## src/rtl/jk_seq_decoder_if.sv

```systemverilog
// Bus between the JK counter monitor and its user: sampled {A,B}, error clear,
// and all decoded status. The decoder takes the slave side.
interface jk_seq_decoder_if #(
  parameter int CNT_W = 8,
  parameter int ERR_W = 4
);
  logic             sample_en;
  logic             A;
  logic             B;
  logic             clr_err;
  logic             valid;
  logic             E_rec;
  logic             x_rec;
  logic             illegal;
  logic             err_sticky;
  logic             wrap_up;
  logic             wrap_down;
  logic [CNT_W-1:0] step_cnt;
  logic [ERR_W-1:0] err_cnt;
  logic             dir_flip;

  modport master (
    output sample_en, A, B, clr_err,
    input  valid, E_rec, x_rec, illegal, err_sticky, wrap_up, wrap_down,
           step_cnt, err_cnt, dir_flip
  );

  modport slave (
    input  sample_en, A, B, clr_err,
    output valid, E_rec, x_rec, illegal, err_sticky, wrap_up, wrap_down,
           step_cnt, err_cnt, dir_flip
  );
endinterface

```

## src/rtl/jk_seq_decoder.sv

```systemverilog
// Monitor for the 2-bit enable/direction JK counter: recovers E/x per sample,
// flags +2 jumps, counts steps and wraps. JK_DEC_DIR_FLIP_EN adds dir_flip.
module jk_seq_decoder #(
  parameter int CNT_W = 8,
  parameter int ERR_W = 4
) (
  input  logic              clk,
  input  logic              reset,
  jk_seq_decoder_if.slave   bus
);
  localparam logic [1:0] S_IDLE  = 2'd0;
  localparam logic [1:0] S_TRACK = 2'd1;
  localparam logic [1:0] S_ERROR = 2'd2;

  logic [1:0]       state_q, state_d;
  logic [1:0]       prev_q, prev_d;
  logic             valid_q, valid_d;
  logic             e_q, e_d;
  logic             x_q, x_d;
  logic             ill_q, ill_d;
  logic             sticky_q, sticky_d;
  logic             wup_q, wup_d;
  logic             wdn_q, wdn_d;
  logic [CNT_W-1:0] step_q, step_d;
  logic [ERR_W-1:0] err_q, err_d;

  logic [1:0] cur, d;
  assign cur = {bus.A, bus.B};
  assign d   = cur - prev_q;

  always_comb begin
    state_d  = state_q;
    prev_d   = prev_q;
    valid_d  = 1'b0;
    e_d      = e_q;
    x_d      = x_q;
    ill_d    = 1'b0;
    sticky_d = sticky_q;
    wup_d    = 1'b0;
    wdn_d    = 1'b0;
    step_d   = step_q;
    err_d    = err_q;
    // clr_err is treated like every other input: it acts only on a sampled cycle
    if (bus.sample_en) begin
      prev_d = cur;
      if (state_q == S_IDLE) begin
        state_d = S_TRACK;
      end else begin
        valid_d = 1'b1;
        wup_d   = (prev_q == 2'b11) && (cur == 2'b00);
        wdn_d   = (prev_q == 2'b00) && (cur == 2'b11);
        if (bus.clr_err && state_q == S_ERROR) begin
          sticky_d = 1'b0;
          state_d  = S_TRACK;
        end
        unique case (d)
          2'd0: e_d = 1'b0;
          2'd1, 2'd3: begin
            e_d = 1'b1;
            x_d = (d == 2'd1);
            if (state_q == S_TRACK && step_q != {CNT_W{1'b1}})
              step_d = step_q + 1'b1;
          end
          default: begin
            // illegal overrides a simultaneous clr_err
            e_d      = 1'b0;
            ill_d    = 1'b1;
            sticky_d = 1'b1;
            state_d  = S_ERROR;
            if (err_q != {ERR_W{1'b1}})
              err_d = err_q + 1'b1;
          end
        endcase
      end
    end
  end

  always_ff @(posedge clk) begin
    if (reset) begin
      state_q  <= S_IDLE;
      prev_q   <= 2'b00;
      valid_q  <= 1'b0;
      e_q      <= 1'b0;
      x_q      <= 1'b0;
      ill_q    <= 1'b0;
      sticky_q <= 1'b0;
      wup_q    <= 1'b0;
      wdn_q    <= 1'b0;
      step_q   <= '0;
      err_q    <= '0;
    end else begin
      state_q  <= state_d;
      prev_q   <= prev_d;
      valid_q  <= valid_d;
      e_q      <= e_d;
      x_q      <= x_d;
      ill_q    <= ill_d;
      sticky_q <= sticky_d;
      wup_q    <= wup_d;
      wdn_q    <= wdn_d;
      step_q   <= step_d;
      err_q    <= err_d;
    end
  end

  assign bus.valid      = valid_q;
  assign bus.E_rec      = e_q;
  assign bus.x_rec      = x_q;
  assign bus.illegal    = ill_q;
  assign bus.err_sticky = sticky_q;
  assign bus.wrap_up    = wup_q;
  assign bus.wrap_down  = wdn_q;
  assign bus.step_cnt   = step_q;
  assign bus.err_cnt    = err_q;

`ifdef JK_DEC_DIR_FLIP_EN
  logic have_dir_q, have_dir_d;
  logic last_dir_q, last_dir_d;
  logic flip_q, flip_d;
  logic step_ev, step_up;

  assign step_ev = bus.sample_en && (state_q != S_IDLE) && d[0];
  assign step_up = (d == 2'd1);

  always_comb begin
    have_dir_d = have_dir_q;
    last_dir_d = last_dir_q;
    flip_d     = 1'b0;
    // an IDLE reference sample starts a fresh direction history
    if (bus.sample_en && state_q == S_IDLE) begin
      have_dir_d = 1'b0;
    end else if (step_ev) begin
      flip_d     = have_dir_q && (last_dir_q != step_up);
      have_dir_d = 1'b1;
      last_dir_d = step_up;
    end
  end

  always_ff @(posedge clk) begin
    if (reset) begin
      have_dir_q <= 1'b0;
      last_dir_q <= 1'b0;
      flip_q     <= 1'b0;
    end else begin
      have_dir_q <= have_dir_d;
      last_dir_q <= last_dir_d;
      flip_q     <= flip_d;
    end
  end

  assign bus.dir_flip = flip_q;
`else
  assign bus.dir_flip = 1'b0;
`endif
endmodule

```

## src/flat_wrapper.sv

```systemverilog
// flat-port wrapper written by rule: the top's interface ports become plain ports
module jk_seq_decoder_flat 
#(
  parameter int CNT_W = 8,
  parameter int ERR_W = 4
)
  (clk, reset, bus_sample_en, bus_A, bus_B, bus_clr_err, bus_valid, bus_E_rec, bus_x_rec, bus_illegal, bus_err_sticky, bus_wrap_up, bus_wrap_down, bus_step_cnt, bus_err_cnt, bus_dir_flip);
  jk_seq_decoder_if #(.CNT_W(CNT_W), .ERR_W(ERR_W)) bus_i ();
  input  logic clk;
  input  logic reset;
  input wire logic [$bits(bus_i.sample_en)-1:0] bus_sample_en;
  input wire logic [$bits(bus_i.A)-1:0] bus_A;
  input wire logic [$bits(bus_i.B)-1:0] bus_B;
  input wire logic [$bits(bus_i.clr_err)-1:0] bus_clr_err;
  output wire logic [$bits(bus_i.valid)-1:0] bus_valid;
  output wire logic [$bits(bus_i.E_rec)-1:0] bus_E_rec;
  output wire logic [$bits(bus_i.x_rec)-1:0] bus_x_rec;
  output wire logic [$bits(bus_i.illegal)-1:0] bus_illegal;
  output wire logic [$bits(bus_i.err_sticky)-1:0] bus_err_sticky;
  output wire logic [$bits(bus_i.wrap_up)-1:0] bus_wrap_up;
  output wire logic [$bits(bus_i.wrap_down)-1:0] bus_wrap_down;
  output wire logic [$bits(bus_i.step_cnt)-1:0] bus_step_cnt;
  output wire logic [$bits(bus_i.err_cnt)-1:0] bus_err_cnt;
  output wire logic [$bits(bus_i.dir_flip)-1:0] bus_dir_flip;
  assign bus_i.sample_en = bus_sample_en;
  assign bus_i.A = bus_A;
  assign bus_i.B = bus_B;
  assign bus_i.clr_err = bus_clr_err;
  assign bus_valid = bus_i.valid;
  assign bus_E_rec = bus_i.E_rec;
  assign bus_x_rec = bus_i.x_rec;
  assign bus_illegal = bus_i.illegal;
  assign bus_err_sticky = bus_i.err_sticky;
  assign bus_wrap_up = bus_i.wrap_up;
  assign bus_wrap_down = bus_i.wrap_down;
  assign bus_step_cnt = bus_i.step_cnt;
  assign bus_err_cnt = bus_i.err_cnt;
  assign bus_dir_flip = bus_i.dir_flip;
  jk_seq_decoder #(.CNT_W(CNT_W), .ERR_W(ERR_W)) u_core (.clk(clk), .reset(reset), .bus(bus_i));
endmodule
```

## config.mk

```make
export PLATFORM = sky130hd
export DESIGN_NAME = jk_seq_decoder_flat
export DESIGN_NICKNAME = d
export VERILOG_FILES = /design/src/rtl/jk_seq_decoder_if.sv /design/src/rtl/jk_seq_decoder.sv /design/src/flat_wrapper.sv
export SDC_FILE = /design/constraint.sdc
export NUM_CORES = 1
export LEC_CHECK = 0
export ABC_AREA = 1
export CORE_MARGIN = 2
export CORE_UTILIZATION = 28
export CTS_CLUSTER_DIAMETER = 100
export CTS_CLUSTER_SIZE = 25
export DETAILED_ROUTE_END_ITERATION = 12
export HOLD_SLACK_MARGIN = 0.15
export PLACE_DENSITY_LB_ADDON = 0.15
export SYNTH_ARGS = -nofsm -noshare
export SYNTH_HDL_FRONTEND = slang
export SYNTH_SLANG_ARGS = --single-unit
```

## constraint.sdc

```tcl
create_clock -name clk -period 1.7 [get_ports clk]
set_input_delay 0.17 -clock clk [delete_from_list [all_inputs] [get_ports clk]]
set_output_delay 0.17 -clock clk [all_outputs]
set_load 0.02 [all_outputs]
```

==> flow_metrics.env, run 1 <==
export IMPL_cts_num_sinks=23
export IMPL_netlist_area_um2=1080
export IMPL_nNetsFinal=183
export IMPL_io_pins=26
export IMPL_slew_viol_final=0
export IMPL_fin_skew_ns=0.00395
export IMPL_ys_warn_count=0
export IMPL_antenna_found_initial=0
export IMPL_max_cap_violations=0
export IMPL_cts_reportedPaths_clkPinSlew_ns=0.08
export IMPL_power_mw=1.12
export IMPL_cts_tree="yes"
export IMPL_post_cts_repair_setup_buffers=0
export IMPL_fin_crit_ns=1.51
export IMPL_synth_seq_cells=23
export IMPL_grt_pass1_vias=861
export IMPL_end_kind="output port"
export IMPL_setup_viol=0
export IMPL_status="finished clean"
export IMPL_htreeDepth=1
export IMPL_cp_required_ns=1.53
export IMPL_drtIter0Drc=24
export IMPL_arrival_ns=1.34
export IMPL_vias=961
export IMPL_p_clk_frac=0.299
export IMPL_coreArea_um2=3690
export IMPL_max_clock_path_buffers=2
export IMPL_clock_fmax_ghz=0.662
export IMPL_critical_path_class="reg2out"
export IMPL_ir_drop_uv=312
export IMPL_finalCritPeriodShare=0.889
export IMPL_synthesis_nets=148
export IMPL_clock_latency_ns=0.26
export IMPL_dieHeight_um=66.0
export IMPL_worstSetupStartpointType="register"
export IMPL_switching_share=0.269
export IMPL_yosys_cell_types_count=27
export IMPL_port_buffers=24
export IMPL_pwr_share_comb=0.185
export IMPL_placed_area_um2=1430
export IMPL_cts_hold_buf=0
export IMPL_track_usage=0.108
export IMPL_areaGrowthSynthToFinish_pct=36.6
export IMPL_drive_gt1_frac=0.121
export IMPL_num_rows=22
export IMPL_root_buffer="clkbuf_8"
export IMPL_cts_made_buffers=3
export IMPL_post_route_drc_count=0
export IMPL_grt_pass1_wl_um=3730
export IMPL_synth_area_per_cell_um2=7.75
export IMPL_critPathMaxFanout=5
export IMPL_gp_routability_congestion=0.796
export IMPL_cts_repair_resized=0
export IMPL_ys_seq_area_frac=0.427
export IMPL_routed_via_density=4.35
export IMPL_grt_ovfl_total=0
export IMPL_leakagePower_nw=0.575
export IMPL_initial_core_util=0.292
export IMPL_detail_route_antenna_nets=0
export IMPL_diodes=0
export IMPL_grt_max_degree=14
export IMPL_p_sw_mw=0.302
export IMPL_routed_wl_um=2200
export IMPL_dr_pass1_iters=3
export IMPL_worstHoldPathType="reg2reg"
export IMPL_power_density_nw_per_um2=762
export IMPL_hpwlAfterDp_um=1660
export IMPL_sequentialPowerShare=0.516
export IMPL_cellInternalPower_mw=0.819
export IMPL_rsz0062_at_grt="false"
export IMPL_syn_inst=139
export IMPL_avgRoutedWirePerCell_um=9.96
export IMPL_final_cell_area_um2=1470
export IMPL_die_w_um=66.0
export IMPL_die_area_um2=4360
export IMPL_hold_viol_final=0
[worst max-delay path, cell delays in order, from the launching register on]
cell and delay [ns]:
dfxtp_1 0.35, buf_4 0.14, clkdlybuf4s50_1 0.60
[path summary, 6_finish.rpt]
kind,slack [ns],start,end,cells after the start
min,0.46,u_core.state_q[0],u_core.state_q[0],2
min reg2reg,0.46,u_core.state_q[0],u_core.state_q[0],2
max reg2reg,0.27,u_core.bus.err_cnt[0],u_core.bus.err_cnt[2],8
max,0.19,u_core.bus.step_cnt[0],bus_step_cnt[0],2
[per-stage QoR]
| stage | std cells | hold slack, ns | setup TNS [ns] | utilization | setup slack, ns |
|---|---|---|---|---|---|
| 6_report | 221 | 0.461 | 0 | 0.399 | 0.188 |
| 3_5_place_dp | 217 | 0.452 | -0.595 | 0.387 | -0.0963 |
| 2_1_floorplan | 139 | 0.259 | 0 | - | 0.243 |
| 3_3_place_gp | 217 | 0.448 | -0.478 | 0.387 | -0.0940 |
| 4_1_cts | 221 | 0.465 | 0 | 0.399 | 0.175 |
| 5_1_grt | 221 | 0.507 | 0 | 0.399 | 0.0533 |
[cell families after synthesis]
group / synth area share
flops: 0.427
other cells: 0.00348
buf+inv: 0.0813
xor+xnor: 0.0325
compound gates: 0.117
simple gates: 0.303
fa+ha+maj: 0.0348
[cell usage after synthesis]
cell | n | area (um2)
a21oi_1 | 13 | 65.1
clkbuf_1 | 1 | 3.75
nand2_4 | 1 | 11.3
inv_1 | 14 | 52.6
o31ai_1 | 1 | 7.51
xnor2_1 | 2 | 17.5
ha_1 | 3 | 37.5
nand3_1 | 9 | 45.0
xor2_1 | 2 | 17.5
nand2_2 | 2 | 12.5
nor2_8 | 1 | 20.0
nor4_1 | 1 | 6.26
nand2_1 | 27 | 101
a31oi_1 | 2 | 12.5
inv_2 | 1 | 3.75
nand3_4 | 2 | 35.0
clkinv_1 | 1 | 3.75
buf_4 | 2 | 15.0
nor3_1 | 1 | 5.00
dfxtp_1 | 23 | 460
nand4_1 | 3 | 18.8
nor2_1 | 16 | 60.1
nor2_4 | 1 | 11.3
conb_1 | 1 | 3.75
o21ai_0 | 7 | 35.0
o22ai_1 | 1 | 6.26
inv_6 | 1 | 8.76
[registers in the layout, summed over array words and instances, names as in the netlist]
register and count:
u_core.bus.err_cnt 4, u_core.bus.wrap_down 1, u_core.bus.step_cnt 8, u_core.bus.E_rec 1, u_core.bus.valid 1, u_core.bus.wrap_up 1, u_core.bus.illegal 1, u_core.state_q 2
u_core.bus.err_sticky 1, u_core.bus.x_rec 1, u_core.prev_q 2
[power by group through the flow]
stage / combinational (mW) / clock (mW) / sequential (mW)
final: 0.208 / 0.335 / 0.578
after global placement: 0.209 / 0 / 0.590
after detailed placement: 0.209 / 0 / 0.591
after CTS: 0.210 / 0.354 / 0.578
after global routing: 0.231 / 0.385 / 0.582
after floorplan: 0.109 / 0 / 0.606
[routing by layer]
metal / GRT usage / vias to the layer above / part of all wire
met5: 0 / - / 0
met4: 0.0383 / 0 / 0.0064
met3: 0.0170 / 2 / 0.038
met2: 0.177 / 18 / 0.43
met1: 0.145 / 424 / 0.52
li1: - / 517 / -
[layout by cell type (no fill, tap or decap)]
cell	count
inv_1	14
inv_2	1
o22ai_1	1
inv_6	1
clkbuf_8	3
o31ai_1	1
ha_1	3
nand4_1	3
o21ai_0	7
nand2_4	1
nor3_1	1
nand3_1	9
nor2_1	16
nand3_4	2
xnor2_1	2
nor2_8	1
nor4_1	1
a21oi_1	13
clkbuf_1	1
nand2_2	2
buf_4	9
nand2_1	27
clkdlybuf4s50_1	24
conb_1	1
clkinv_1	1
a31oi_1	2
nor2_4	1
xor2_1	2
dfxtp_1	23
[area by class of cell]
cell class / instances / area, um2
fillers: 383 / 2220
multi-input cells: 96 / 529
flip-flops and latches: 23 / 460
repair buffers: 33 / 308
inverters: 17 / 68.8
well taps: 48 / 60.1
clock buffers: 4 / 45.0
Power figures use the tool's default switching activity.
==> run 2, diff against run 1 <==
--- a/config.mk
+++ b/config.mk
@@ -6,12 +6,12 @@
 export NUM_CORES = 1
 export LEC_CHECK = 0
 export ABC_AREA = 1
+export CAP_MARGIN = 10
 export CORE_MARGIN = 2
 export CORE_UTILIZATION = 28
 export CTS_CLUSTER_DIAMETER = 100
 export CTS_CLUSTER_SIZE = 25
 export DETAILED_ROUTE_END_ITERATION = 12
-export HOLD_SLACK_MARGIN = 0.15
 export PLACE_DENSITY_LB_ADDON = 0.15
 export SYNTH_ARGS = -nofsm -noshare
 export SYNTH_HDL_FRONTEND = slang
==> results of run 2 <==
Final layout, timing and power as in run 1 (identical DEF).
